<file path="config.mk">
export PLATFORM = sky130hd
export DESIGN_NAME = tlul_socket_nd_flat
export DESIGN_NICKNAME = d
export VERILOG_FILES = /design/src/rtl/tlul_socket_nd_pkg.sv /design/src/rtl/tlul_socket_nd_if.sv /design/src/rtl/tlul_socket_nd.sv /design/src/flat_wrapper.sv
export SDC_FILE = /design/constraint.sdc
export NUM_CORES = 1
export LEC_CHECK = 0
export ABC_CLOCK_PERIOD_IN_PS = 3510
export BUFFER_PORTS_ARGS = -buffer_cell sky130_fd_sc_hd__buf_2
export CAP_MARGIN = 5
export CORE_AREA = 5 5 235 237
export CTS_CLUSTER_SIZE = 14
export DETAILED_ROUTE_END_ITERATION = 12
export DIE_AREA = 0 0 240 242
export SLEW_MARGIN = 20
export SYNTH_ARGS = -nofsm -noshare
export SYNTH_HDL_FRONTEND = slang
export SYNTH_SLANG_ARGS = --single-unit
</file>
<file path="constraint.sdc">
create_clock -name clk_i -period 3.51 [get_ports clk_i]
set_input_delay 0.5265 -clock clk_i [delete_from_list [all_inputs] [get_ports clk_i]]
set_output_delay 0.5265 -clock clk_i [all_outputs]
set_load 0.01 [all_outputs]
</file>
<file path="src/rtl/tlul_socket_nd_pkg.sv">
// TL-UL channel payload types and response integrity generator shared by the socket.
package tlul_socket_nd_pkg;

  localparam int unsigned AddrW  = 32;
  localparam int unsigned DataW  = 32;
  localparam int unsigned SrcW   = 8;
  localparam int unsigned SizeW  = 2;
  localparam int unsigned OpW    = 3;
  localparam int unsigned DUserW = 14;

  localparam logic [OpW-1:0] OpPutFullData    = 3'h0;
  localparam logic [OpW-1:0] OpPutPartialData = 3'h1;
  localparam logic [OpW-1:0] OpGet            = 3'h4;
  localparam logic [OpW-1:0] OpAccessAck      = 3'h0;
  localparam logic [OpW-1:0] OpAccessAckData  = 3'h1;

  typedef struct packed {
    logic               a_valid;
    logic [OpW-1:0]     a_opcode;
    logic [2:0]         a_param;
    logic [SizeW-1:0]   a_size;
    logic [SrcW-1:0]    a_source;
    logic [AddrW-1:0]   a_address;
    logic [DataW/8-1:0] a_mask;
    logic [DataW-1:0]   a_data;
    logic               d_ready;
  } tl_h2d_t;

  typedef struct packed {
    logic              d_valid;
    logic [OpW-1:0]    d_opcode;
    logic [2:0]        d_param;
    logic [SizeW-1:0]  d_size;
    logic [SrcW-1:0]   d_source;
    logic              d_sink;
    logic [DataW-1:0]  d_data;
    logic [DUserW-1:0] d_user;
    logic              d_error;
    logic              a_ready;
  } tl_d2h_t;

  // Response integrity: {7 bits over response metadata, 7 bits over data}.
  function automatic logic [DUserW-1:0] tl_rsp_intg(
    input logic [OpW-1:0]   opcode,
    input logic [SizeW-1:0] size,
    input logic [SrcW-1:0]  source,
    input logic             error,
    input logic [DataW-1:0] data
  );
    logic [13:0] meta;
    logic [6:0]  rsp_intg;
    logic [6:0]  data_intg;
    meta = {opcode, size, source, error};
    for (int k = 0; k < 7; k++) begin
      rsp_intg[k]  = meta[k] ^ meta[k+7];
      data_intg[k] = ^data[4*k +: 4];
    end
    data_intg[6] = data_intg[6] ^ (^data[31:28]);
    return {rsp_intg, data_intg};
  endfunction

endpackage

</file>
<file path="src/rtl/tlul_socket_nd_if.sv">
// Host and per-device TL-UL channels of the 1:N socket.
interface tlul_socket_nd_if #(
  parameter int unsigned NumDev = 3
) ();
  import tlul_socket_nd_pkg::*;

  tl_h2d_t              tl_h_i;
  tl_d2h_t              tl_h_o;
  tl_h2d_t [NumDev-1:0] tl_d_o;
  tl_d2h_t [NumDev-1:0] tl_d_i;

  // Socket side.
  modport slave (
    input  tl_h_i,
    input  tl_d_i,
    output tl_h_o,
    output tl_d_o
  );

  // Host and device environment side.
  modport master (
    output tl_h_i,
    output tl_d_i,
    input  tl_h_o,
    input  tl_d_o
  );
endinterface

</file>
<file path="src/rtl/tlul_socket_nd.sv">
// TL-UL 1-host to N-device socket: address decode, in-order outstanding tracking,
// and an internal error responder for unmapped addresses.
module tlul_socket_nd
  import tlul_socket_nd_pkg::*;
#(
  parameter int unsigned            NumDev         = 3,
  parameter int unsigned            MaxOutstanding = 4,
  parameter logic [NumDev*32-1:0]   DevBase        = '0,
  parameter logic [NumDev*32-1:0]   DevMask        = '0
) (
  input  logic                                 clk_i,
  input  logic                                 rst_ni,
  tlul_socket_nd_if.slave                      bus,
  output logic [$clog2(MaxOutstanding+1)-1:0]  outstanding_o,
  output logic                                 decode_err_o
);

  localparam int unsigned CntW   = $clog2(MaxOutstanding + 1);
  localparam int unsigned TgtW   = $clog2(NumDev + 1);
  localparam logic [TgtW-1:0] ErrTgt = TgtW'(NumDev);
  localparam logic [CntW-1:0] CntMax = CntW'(MaxOutstanding);

  tl_h2d_t              h_req;
  tl_d2h_t [NumDev-1:0] dev_rsp;
  tl_h2d_t [NumDev-1:0] dev_req;
  tl_d2h_t              host_rsp;
  tl_d2h_t              err_rsp;
  tl_d2h_t              pend_rsp;

  logic [CntW-1:0]  count_q, count_d;
  logic [TgtW-1:0]  pend_q, pend_d;
  logic             err_valid_q, err_valid_d;
  logic [OpW-1:0]   err_opcode_q, err_opcode_d;
  logic [SrcW-1:0]  err_source_q, err_source_d;
  logic [SizeW-1:0] err_size_q, err_size_d;

  logic [TgtW-1:0]  tgt;
  logic             tgt_a_ready;
  logic             d_valid_c;
  logic             rsp_hs_c;
  logic             issue_ok;
  logic             a_ready_c;
  logic             accept_c;
  logic             err_accept_c;
  logic             err_done_c;

  assign h_req      = bus.tl_h_i;
  assign dev_rsp    = bus.tl_d_i;
  assign bus.tl_d_o = dev_req;
  assign bus.tl_h_o = host_rsp;

  // Address decode; iterating downward lets the lowest matching index win.
  always_comb begin
    tgt = ErrTgt;
    for (int i = int'(NumDev) - 1; i >= 0; i--) begin
      if ((h_req.a_address & DevMask[32*i +: 32]) == DevBase[32*i +: 32]) begin
        tgt = TgtW'(i);
      end
    end
  end

  // Error responder response payload built from the latched request fields.
  always_comb begin
    err_rsp          = '0;
    err_rsp.d_valid  = err_valid_q;
    err_rsp.d_opcode = (err_opcode_q == OpGet) ? OpAccessAckData : OpAccessAck;
    err_rsp.d_size   = err_size_q;
    err_rsp.d_source = err_source_q;
    err_rsp.d_data   = '1;
    err_rsp.d_error  = 1'b1;
    err_rsp.d_user   = tl_rsp_intg(err_rsp.d_opcode, err_size_q, err_source_q,
                                   1'b1, err_rsp.d_data);
    err_rsp.a_ready  = ~err_valid_q;
  end

  // Response source follows the pending target.
  always_comb begin
    pend_rsp = err_rsp;
    for (int i = 0; i < int'(NumDev); i++) begin
      if (pend_q == TgtW'(i)) pend_rsp = dev_rsp[i];
    end
  end

  assign d_valid_c = (count_q != '0) && pend_rsp.d_valid;
  assign rsp_hs_c  = d_valid_c && h_req.d_ready;

  // Ready of the decoded target; the error buffer frees in its own response handshake.
  always_comb begin
    tgt_a_ready = ~err_valid_q | rsp_hs_c;
    for (int i = 0; i < int'(NumDev); i++) begin
      if (tgt == TgtW'(i)) tgt_a_ready = dev_rsp[i].a_ready;
    end
  end

  // Issue gating keeps responses in order: a new target waits until the socket drains.
  // A response retiring this cycle frees a slot for a same-cycle issue at the limit.
  assign issue_ok     = rst_ni && ((count_q < CntMax) || rsp_hs_c) &&
                        ((count_q == '0) || (tgt == pend_q));
  assign a_ready_c    = issue_ok && tgt_a_ready;
  assign accept_c     = h_req.a_valid && a_ready_c;
  assign err_accept_c = accept_c && (tgt == ErrTgt);
  assign err_done_c   = rsp_hs_c && (pend_q == ErrTgt);

  // Request fan-out and d_ready steering toward the devices.
  always_comb begin
    for (int i = 0; i < int'(NumDev); i++) begin
      dev_req[i]         = h_req;
      dev_req[i].a_valid = h_req.a_valid && issue_ok && (tgt == TgtW'(i));
      dev_req[i].d_ready = ((count_q != '0) && (pend_q == TgtW'(i))) ? h_req.d_ready : 1'b1;
    end
  end

  // Host response channel.
  always_comb begin
    host_rsp         = pend_rsp;
    host_rsp.d_valid = d_valid_c;
    host_rsp.a_ready = a_ready_c;
  end

  // Next-state for the outstanding counter, pending target and error buffer.
  always_comb begin
    count_d      = count_q;
    pend_d       = pend_q;
    err_valid_d  = err_valid_q;
    err_opcode_d = err_opcode_q;
    err_source_d = err_source_q;
    err_size_d   = err_size_q;
    if (accept_c && !rsp_hs_c) begin
      count_d = count_q + CntW'(1);
    end else if (!accept_c && rsp_hs_c) begin
      count_d = count_q - CntW'(1);
    end
    if (accept_c) pend_d = tgt;
    if (err_accept_c) begin
      err_valid_d  = 1'b1;
      err_opcode_d = h_req.a_opcode;
      err_source_d = h_req.a_source;
      err_size_d   = h_req.a_size;
    end else if (err_done_c) begin
      err_valid_d  = 1'b0;
    end
  end

  // State registers; reset abandons any in-flight transaction.
  always_ff @(posedge clk_i or negedge rst_ni) begin
    if (!rst_ni) begin
      count_q      <= '0;
      pend_q       <= '0;
      err_valid_q  <= 1'b0;
      err_opcode_q <= '0;
      err_source_q <= '0;
      err_size_q   <= '0;
    end else begin
      count_q      <= count_d;
      pend_q       <= pend_d;
      err_valid_q  <= err_valid_d;
      err_opcode_q <= err_opcode_d;
      err_source_q <= err_source_d;
      err_size_q   <= err_size_d;
    end
  end

  assign outstanding_o = count_q;
  assign decode_err_o  = err_accept_c;

endmodule

</file>
<file path="src/flat_wrapper.sv">
// flat-port wrapper written by rule: the top's interface ports become plain ports
module tlul_socket_nd_flat import tlul_socket_nd_pkg::*;
#(
  parameter int unsigned            NumDev         = 3,
  parameter int unsigned            MaxOutstanding = 4,
  parameter logic [NumDev*32-1:0]   DevBase        = '0,
  parameter logic [NumDev*32-1:0]   DevMask        = '0
)
  (clk_i, rst_ni, outstanding_o, decode_err_o, bus_tl_h_i, bus_tl_d_i, bus_tl_h_o, bus_tl_d_o);
  tlul_socket_nd_if #(.NumDev(NumDev)) bus_i ();
  input  logic clk_i;
  input  logic rst_ni;
  output logic [$clog2(MaxOutstanding+1)-1:0] outstanding_o;
  output logic decode_err_o;
  input wire logic [$bits(bus_i.tl_h_i)-1:0] bus_tl_h_i;
  input wire logic [$bits(bus_i.tl_d_i)-1:0] bus_tl_d_i;
  output wire logic [$bits(bus_i.tl_h_o)-1:0] bus_tl_h_o;
  output wire logic [$bits(bus_i.tl_d_o)-1:0] bus_tl_d_o;
  assign bus_i.tl_h_i = bus_tl_h_i;
  assign bus_i.tl_d_i = bus_tl_d_i;
  assign bus_tl_h_o = bus_i.tl_h_o;
  assign bus_tl_d_o = bus_i.tl_d_o;
  tlul_socket_nd #(.NumDev(NumDev), .MaxOutstanding(MaxOutstanding), .DevBase(DevBase), .DevMask(DevMask)) u_core (.clk_i(clk_i), .rst_ni(rst_ni), .bus(bus_i), .outstanding_o(outstanding_o), .decode_err_o(decode_err_o));
endmodule
</file>
==> metrics.md <==
| Metric | Value |
|---|---|
| Netlist Area Pre-Place | `2640 sq um` |
| Final setup viols | `0` |
| Pwr per Cell Area | `348 nW/um^2` |
| Wire length per cell | `14.9 um` |
| Clock buffer depth | `2` |
| Max FO, Critical Path | `4` |
| Largest net degree at the start of global routing | `7` |
| Chip Width | `240 um` |
| Syn avg cell area | `7.65 sq um` |
| # resized after CTS | `0` |
| Status | `completed` |
| Share of layout cells above drive strength 1 | `0.439` |
| Clk_skew | `0.000831 ns` |
| Largest area contributor in the netlist | `buf_4` |
| DRT met1 WL | `680 um` |
| DIE HEIGHT | `242 um` |
| Crit path kind | `flop to flop` |
| Hpwl dp | `9990 um` |
| Max reg flops | `3` |
| NumNets Final | `330` |
| Via count | `601` |
| Layout overhead on the synthesized area | `-53.2%` |
| I/O pins | `614` |
| Arr. time, crit path | `2.11 ns` |
| Num CTS Buffers | `3` |
| Combinational fraction of design power | `0.390` |
| Row count | `85` |
| Gr ovfl total | `0` |
| Drt drc | `0` |
| Sw Ratio | `0.392` |
| Seq/Total Area, Yosys | `0.0285` |
| Max Cap Viol | `0` |
| Worst IR Drop VDD | `0.000148 V` |
| Initial antenna violation count | `0` |
| DR iter-0 viols | `38` |
| Met2 Routed Length | `4100 um` |
| P_sw | `168 uW` |
| FILL cells | `6293` |
| Startpoint types | `flop` |
| Antenna cell count | `0` |
| Yosys reg bits | `3` |
| Global-route wire length before repair | `11900 um` |
| GPL Wtd Cong | `0.524` |
| Area of the core | `53100 sq um` |
| Leakage power | `0.000201 uW` |
| CP required | `3.66 ns` |
| Clock transition at path regs | `0.03 ns` |
| Fmax | `0.509 GHz` |
| Tmin final | `1.97 ns` |
| Max Slew Vio Count | `0` |
| Post-CTS Setup Repair Bufs | `0` |
| CTS tree | `built` |
| RSZ-0062 raised after global routing | `false` |
| Final Cycle Share | `0.560` |
| Setup tns final | `0 ns` |
| Met3 WL | `4380 um` |
| CTS root buf | `clkbuf_16` |
| Internal | `261 uW` |
| Later-pin clock latency in the skew report | `0.23 ns` |
| Vias in the first global route | `727` |
| CTS Hold Bufs | `0` |
| WL final | `11000 um` |
| Sequential power share | `0.185` |
| Register area | `75.1 sq um` |
| Global Route Usage Sum | `0.0354` |
| Area occupied by multi-input gates | `145 sq um` |
| R2R Setup Slk | `1.54 ns` |
| Post-synth top area share | `0.919` |
| Synth cell types | `16` |
| Sink Count | `3` |
| Ranking of synthesized cells by area | `buf_4 (92%), dfrtp_1 (2.8%), fa_1 (0.76%), xor2_1 (0.66%), and3_1 (0.47%)` |
| Port Buffer Count | `12` |
| Die area | `58100 sq um` |
| Clock network fraction of total power | `0.425` |
| Cell count after synthesis | `345` |
| Final hold slack | `0.109 ns` |
| Initial Util | `0.0497` |
| CP Capture Type | `flop` |
| TritonRoute pass-1 iters | `3` |
| Hold Crit Class | `primary input to async pin` |
| Hold Fails Final Rpt | `0` |
| Synth Warn # | `0` |
| H-tree depth | `1` |
| Via density | `0.815` |
| Highest routed layer | `met5` |
| Antenna Nets Post-Route | `0` |
==> synthesized netlist by cell type <==
cell type  count
fa_1           1
ha_1           1
xnor2_1        1
nor3_1         1
nand2_1        2
nor2_1         1
xor2_1         2
mux2_2         1
buf_4        323
inv_1          1
or2_2          2
dfrtp_1        3
and3_1         2
nor2b_1        1
conb_1         2
and4_1         1
==> critical path, cell delays in order, from the launching register on <==
cell and delay, ns:
dfrtp_1 0.41, nor3_1 0.29, or2_2 0.16, ha_1 0.17
inv_1 0.06, fa_1 0.38, xor2_1 0.15, nor2_1 0.11
xor2_1 0.15
==> metrics by stage <==
step | worst slack (ns) | area (sq um) | instances | total power (uW) | util
2_1_floorplan | 1.61 | 2650 | 348 | 526 | -
3_3_place_gp | 1.45 | 1150 | 733 | 240 | 0.0218
3_5_place_dp | 1.40 | 1150 | 733 | 252 | 0.0218
4_1_cts | 1.53 | 1230 | 737 | 438 | 0.0232
5_1_grt | 1.36 | 1230 | 737 | 455 | 0.0232
6_report | 1.54 | 1230 | 737 | 429 | 0.0232
==> power by group through the flow <==
stage	registers, uW	logic, uW	clock network [uW]
2_1_floorplan	83.5	443	0
3_3_place_gp	77.2	163	0
3_5_place_dp	80.4	172	0
4_1_cts	80.3	172	185
5_1_grt	84.3	183	187
6_report	79.4	167	182
==> cells in the final DEF (no fill, tap or decap) <==
master     count
conb_1         5
mux2_2         1
nor3_1         1
and3_1         2
xor2_1         2
inv_1          1
and4_1         1
dfrtp_1        3
clkbuf_1       1
or2_2          2
nand2_1        2
ha_1           1
nor2_1         1
buf_2         12
xnor2_1        1
fa_1           1
nor2b_1        1
clkbuf_16      3
==> cell families (layout without fill, tap and decap cells) <==
family	count (synthesis)	after routing	share of synthesized area
flip-flops	3	3	0.0285
XOR/XNOR	3	3	0.00996
multiplexers	1	1	0.00427
buffers and inverters	324	17	0.921
other	2	5	0.00285
adder cells (fa/ha/maj)	2	2	0.0123
AND/OR/NAND/NOR	10	10	0.0213
==> final timing paths <==
path | start | to | cells past startpoint
max | u_core.outstanding_o[2] | u_core.outstanding_o[2] | 8
min | rst_ni | u_core.outstanding_o[1] | 1
max reg2reg | u_core.outstanding_o[2] | u_core.outstanding_o[2] | 8
min reg2reg | u_core.outstanding_o[2] | u_core.outstanding_o[2] | 1
max in group asynchronous | rst_ni | u_core.outstanding_o[2] | 1
min in group clk_i | u_core.outstanding_o[2] | u_core.outstanding_o[2] | 1
==> layout make-up <==
class                           instances  share of cell area
Inverter                                1             0.00304
Tap cell                              696               0.706
Clock buffer                            4              0.0639
Multi-Input combinational cell         21               0.118
Timing Repair Buffer                   12              0.0487
Sequential cell                         3              0.0609
==> per-layer routing <==
metal,GRT usage,vias to the layer above
met5,0.0143,-
met4,0.0477,2
met3,0.0665,121
met2,0.0445,241
met1,0.00583,131
li1,-,106
Note: power is estimated with default switching activity, not from simulation.
